**config.mk**
```make
export PLATFORM = sky130hd
export DESIGN_NAME = proc_multicycle
export DESIGN_NICKNAME = d
export VERILOG_FILES = /design/src/rtl/proc_pkg.sv /design/src/rtl/proc_alu.sv /design/src/rtl/proc_multicycle.sv
export SDC_FILE = /design/constraint.sdc
export NUM_CORES = 1
export LEC_CHECK = 0
export CAP_MARGIN = 0
export CORE_UTILIZATION = 33
export CTS_CLUSTER_SIZE = 20
export DETAILED_ROUTE_END_ITERATION = 10
export PLACE_DENSITY = 0.55
export REMOVE_ABC_BUFFERS = 1
export SLEW_MARGIN = 10
export SYNTH_ARGS = -nofsm -noshare
export SYNTH_HDL_FRONTEND = slang
export SYNTH_SLANG_ARGS = --single-unit
```
**constraint.sdc**
```tcl
create_clock -name clock -period 7.44 [get_ports clock]
set_input_delay 2.232 -clock clock [delete_from_list [all_inputs] [get_ports clock]]
set_output_delay 2.232 -clock clock [all_outputs]
set_load 0.01 [all_outputs]
```
**src/rtl/proc_pkg.sv**
```systemverilog
// Shared opcodes, field positions and FSM state encoding for proc_multicycle.
package proc_pkg;

  localparam logic [2:0] OP_ADD = 3'd0;
  localparam logic [2:0] OP_SUB = 3'd1;
  localparam logic [2:0] OP_AND = 3'd2;
  localparam logic [2:0] OP_OR  = 3'd3;
  localparam logic [2:0] OP_OUT = 3'd4;
  localparam logic [2:0] OP_LDI = 3'd5;
  localparam logic [2:0] OP_BNE = 3'd6;
  localparam logic [2:0] OP_MOV = 3'd7;

  localparam int OP_HI  = 15;
  localparam int OP_LO  = 13;
  localparam int RD_HI  = 12;
  localparam int RD_LO  = 10;
  localparam int RS_HI  = 9;
  localparam int RS_LO  = 7;
  localparam int IMM_HI = 9;
  localparam int IMM_LO = 0;

  localparam logic [15:0] HALT_INSN = 16'hE380;

  typedef enum logic [2:0] {
    FETCH,
    EXEC,
    WB,
    OUT,
    HALT
  } state_t;

endpackage

```
**src/rtl/proc_alu.sv**
```systemverilog
// Combinational ALU; non-arithmetic opcodes pass operand b through.
module proc_alu
  import proc_pkg::*;
#(
  parameter int DATA_W = 16
) (
  input  logic [DATA_W-1:0] a,
  input  logic [DATA_W-1:0] b,
  input  logic [2:0]        op,
  output logic [DATA_W-1:0] y
);

  always_comb begin
    y = b;
    unique case (op)
      OP_ADD:  y = a + b;
      OP_SUB:  y = a - b;
      OP_AND:  y = a & b;
      OP_OR:   y = a | b;
      default: y = b;
    endcase
  end

endmodule

```
**src/rtl/proc_multicycle.sv**
```systemverilog
// Multicycle core: FETCH/EXEC/WB/OUT FSM, PC, 8-entry regfile, valid/ready output.
// Define PROC_HALT_EN to make 16'hE380 stop the core in HALT.
module proc_multicycle
  import proc_pkg::*;
#(
  parameter int DATA_W     = 16,
  parameter int IMEM_DEPTH = 64,
  parameter int RESET_PC   = 0,
  localparam int PC_W      = $clog2(IMEM_DEPTH)
) (
  input  logic              clock,
  input  logic              reset,
  output logic [PC_W-1:0]   imem_addr,
  input  logic [15:0]       imem_data,
  output logic [DATA_W-1:0] out_data,
  output logic              out_valid,
  input  logic              out_ready,
  output logic              retire,
  output logic              halted
);

  state_t            state;
  logic [PC_W-1:0]   pc;
  logic [15:0]       ir;
  logic [DATA_W-1:0] regs [8];
  logic [DATA_W-1:0] result;
  logic              taken;

  logic [2:0]        op;
  logic [2:0]        rd;
  logic [2:0]        rs;
  logic [2:0]        f_op;
  logic [2:0]        f_rd;
  logic [DATA_W-1:0] imm_ext;
  logic [DATA_W-1:0] rd_val;
  logic [DATA_W-1:0] rs_val;
  logic [DATA_W-1:0] alu_b;
  logic [DATA_W-1:0] alu_y;
  logic [PC_W-1:0]   pc_inc;
  logic [PC_W-1:0]   pc_next;

  assign op      = ir[OP_HI:OP_LO];
  assign rd      = ir[RD_HI:RD_LO];
  assign rs      = ir[RS_HI:RS_LO];
  assign f_op    = imem_data[OP_HI:OP_LO];
  assign f_rd    = imem_data[RD_HI:RD_LO];
  assign imm_ext = DATA_W'(ir[IMM_HI:IMM_LO]);
  assign rd_val  = regs[rd];
  assign rs_val  = regs[rs];
  assign alu_b   = (op == OP_LDI) ? imm_ext : rs_val;

  // Power-of-two depth: the natural PC_W overflow is the wrap to 0.
  assign pc_inc  = pc + PC_W'(1);
  assign pc_next = (op == OP_BNE && taken) ? ir[PC_W-1:0] : pc_inc;

  assign imem_addr = pc;

  proc_alu #(
    .DATA_W(DATA_W)
  ) u_alu (
    .a (rd_val),
    .b (alu_b),
    .op(op),
    .y (alu_y)
  );

`ifdef PROC_HALT_EN
  logic halt_q;
  assign halted = halt_q;
`else
  assign halted = 1'b0;
`endif

  always_ff @(posedge clock or posedge reset) begin
    if (reset) begin
      state     <= FETCH;
      pc        <= PC_W'(RESET_PC);
      ir        <= '0;
      result    <= '0;
      taken     <= 1'b0;
      out_data  <= '0;
      out_valid <= 1'b0;
      retire    <= 1'b0;
      for (int i = 0; i < 8; i++) regs[i] <= '0;
`ifdef PROC_HALT_EN
      halt_q    <= 1'b0;
`endif
    end else begin
      retire <= 1'b0;
      unique case (state)
        FETCH: begin
          ir <= imem_data;
          if (f_op == OP_OUT) begin
            out_data  <= regs[f_rd];
            out_valid <= 1'b1;
            state     <= OUT;
          end else begin
            state <= EXEC;
          end
        end
        EXEC: begin
          result <= alu_y;
          taken  <= (rd_val != '0);
          state  <= WB;
        end
        WB: begin
          if (op != OP_BNE) regs[rd] <= result;
          retire <= 1'b1;
`ifdef PROC_HALT_EN
          if (ir == HALT_INSN) begin
            halt_q <= 1'b1;
            state  <= HALT;
          end else begin
            pc    <= pc_next;
            state <= FETCH;
          end
`else
          pc    <= pc_next;
          state <= FETCH;
`endif
        end
        OUT: begin
          if (out_valid && out_ready) begin
            out_valid <= 1'b0;
            pc        <= pc_inc;
            retire    <= 1'b1;
            state     <= FETCH;
          end
        end
`ifdef PROC_HALT_EN
        HALT: state <= HALT;
`endif
        default: state <= FETCH;
      endcase
    end
  end

endmodule

```
==> flow_summary_export.csv <==
group,metric,value,unit
global_route,grt_max_degree,97,
clock_tree,cts_root_buffer,"clkbuf_16",
critical_path,worstPathArrival,5.60,ns
logic_synthesis,ys_types,71,
die,initial_utilization,33.78,%
placement,port_buffers,42,
logic_synthesis,synthArstFlopShare,100.0,%
critical_path,crit_fanout,22,
global_route,gr-total-overflow,0,
sta,fin_crit_sh,71.03,%
placement,dp_hpwl,22300,microns
critical_path,crit_chain,"buf_4, nand3b_1, mux2i_2, ha_1, nor2_1, xor2_1, ha_1, nor2b_1, o21ai_0, a21boi_0, o41ai_1, o21ai_0, o41ai_1, o21ai_0, xnor2_1, o21ai_0",
critical_path,cp_slowest_stage_delay,0.94,ns
global_route,use_met2,29.01,%
layout,drive_gt1_share,30.95,%
logic_synthesis,avgSynthCellArea,12.08,sq um
logic_synthesis,synthesis.area,11760,sq um
layout,regArea,4683,sq um
layout,area_growth,12.20,%
detailed_routing,vias,8354,
sta,rsz0062_at_grt,"no",
clock_tree,clk_path_buf_depth,2,
logic_synthesis,yosysTopAreaCellShare,39.80,%
global_route,grt_pass1_wl,52090,microns
sta,fmax,189.2,MHz
die,io_pins,44,
status,status,"completed",
global_route,busiest_layer,"met2",
logic_synthesis,synth.top_cells.by_area,"dfrtp_1, mux2_2, mux4_2",
sta,worstMarginPinSlew,1.230,ns
detailed_routing,drc,0,
critical_path,critPathSlowestCell,"nand3b_1",
clock_tree,htreeDepth,4,
logic_synthesis,yosys.area.top_type,"dfrtp_1",
hold_path,min_path_type,"register to register",
global_route,grt_pass1_vias,8229,
logic_synthesis,synth_warnings,0,
sta,tns,0,ns
critical_path,cp_common_cell,"o21ai_0",
die,die_area,36380,sq um
sta,relSlewSlack,17.74,%
die,core,34800,sq um
layout,nets,1031,
global_route,antenna_found_initial,0,
critical_path,cp.required,7.75,ns
logic_synthesis,synth-main-ff-cell,"dfrtp_1",
flow_run,drv_cap,0,
layout,antennaDiodeCount,0,
detailed_routing,ant_nets,0,
critical_path,crit_path_end_kind,"register",
detailed_routing,wirelength,33340,microns
sta,setup_violations,0,
sta,slew_viol_final,0,
detailed_routing,wire_per_inst,22.84,microns
logic_synthesis,ys_ff_latch,187,
clock_tree,numCtsBuffers,17,
clock_tree,ctsResizeCount,0,
logic_synthesis,syn_inst,973,
detailed_routing,vias_per_cell,5.722,
global_route,grt_usage,19.07,%
sta,fin_crit,5.284,ns
die,rows,68,
detailed_routing,drtIter0Drc,717,
layout,multi_input_comb_area,6695,sq um
clock_tree,clock_latency,0.43,ns
global_route,globalRouteMet1Util,27.92,%
logic_synthesis,synth_edf_count,0,
die,die_w,190.7,microns
die,die_h,190.7,microns
critical_path,cp_top_family,"compound AO/OA/AOI/OAI gates",
critical_path,path_class,"register to register",
clock_tree,cts_setup_buffers,0,
global_route,met3_usage,3.515,%
clock_tree,ctsHoldBuffers,0,
detailed_routing,first_pass_iters,5,
clock_tree,cts.sinks,187,
layout,nFillCells,3351,
placement,gp_congestion,0.9184,
critical_path,crit_path_start_kind,"register",
critical_path,crit_buf_inv,1,
sta,fin_worst_skew,0.01351,ns
sta,hold_violations,0,
logic_synthesis,ys_seq_area_share,39.80,%
clock_tree,clk_pin_slew,0.07,ns
clock_tree,cts_tree,"built",
==> logic make-up after synthesis <==
kind of cell	after synthesis	synth area share, %
flops	187	39.80
xor+xnor	24	1.852
mux	284	35.60
fa+ha+maj	20	2.192
other cells	1	0.03190
simple gates	189	7.780
buf+inv	91	3.352
compound gates	177	9.387
==> worst min-delay path: cells and delay by family, from the launching register on <==
kind | cells | cell delay, ns
AOI/OAI and AO/OA | 1 | 0.06
DFF | 1 | 0.34
and+or+nand+nor | 1 | 0.05
==> state kept, by name, indices dropped and copies added, names as in the netlist <==
name	cells
out_data	16
taken	1
imem_addr	6
retire	1
regs	128
state	2
out_valid	1
ir	16
result	16
==> cells in the mapped netlist (10+ instances only) <==
master and instances:
a21oi_1 35, buf_1 18, buf_2 11, clkbuf_1 34, dfrtp_1 187, ha_1 19, inv_1 21, mux2_2 155
mux2i_1 35, mux4_2 73, nand2_1 80, nand3_1 12, nor2_1 50, o21ai_0 66, o22ai_1 10, xnor2_1 16
==> layout by cell type, fill, tap and decap left out, types with 20 or more instances in the layout <==
| cell type | netlist | routed |
|---|---|---|
| a21oi_1 | 35 | 35 |
| buf_4 | 2 | 25 |
| inv_1 | 21 | 20 |
| mux2i_1 | 35 | 35 |
| clkdlybuf4s50_1 | 0 | 40 |
| dfrtp_1 | 187 | 184 |
| nor2_1 | 50 | 47 |
| mux2_2 | 155 | 155 |
| nand2_1 | 80 | 80 |
| mux4_2 | 73 | 73 |
| o21ai_0 | 66 | 66 |
==> metal layers <==
layer  vias up  part of all wire, %
li1       3707                    -
met1      4382                   47
met2       233                   46
met3        32                  5.1
met4         0                  1.4
met5         -                    0
==> metrics by stage <==
step	util, %	hold WS, ns	instances	instance area (sq um)	setup WS, ns
after floorplan	-	0.4876	905	11450	0.1226
after global placement	36.38	0.4681	1428	12660	2.154
after detailed placement	36.38	0.4734	1428	12660	2.152
after CTS	37.90	0.4890	1460	13190	2.131
after global routing	37.90	0.5060	1460	13190	1.714
final	37.90	0.4802	1460	13190	2.156
==> final timing paths <==
| kind | startpoint | to | slack [ns] | cells after the start |
|---|---|---|---|---|
| worst max register to register | ir[14] | result[14] | 2.16 | 16 |
| worst min-delay path | out_data[5] | out_data[5] | 0.48 | 2 |
| worst min register to register | out_data[5] | out_data[5] | 0.48 | 2 |
| max in group asynchronous | reset | ir[10] | 4.09 | 3 |
| worst max-delay path | ir[14] | result[14] | 2.16 | 16 |
| min in group asynchronous | reset | out_data[12] | 2.30 | 2 |
==> area by class of cell <==
cell class	count	area share, %
Multi-Input combinational cell	695	50.76
Tap cell	455	4.316
Timing Repair Buffer	68	4.686
Clock buffer	22	3.519
Sequential cell	187	35.51
Clock inverter	10	0.5027
Inverter	23	0.7114
Power is not shown: default switching activity piles up to over one toggle a cycle in this logic, so the estimate is an artifact.
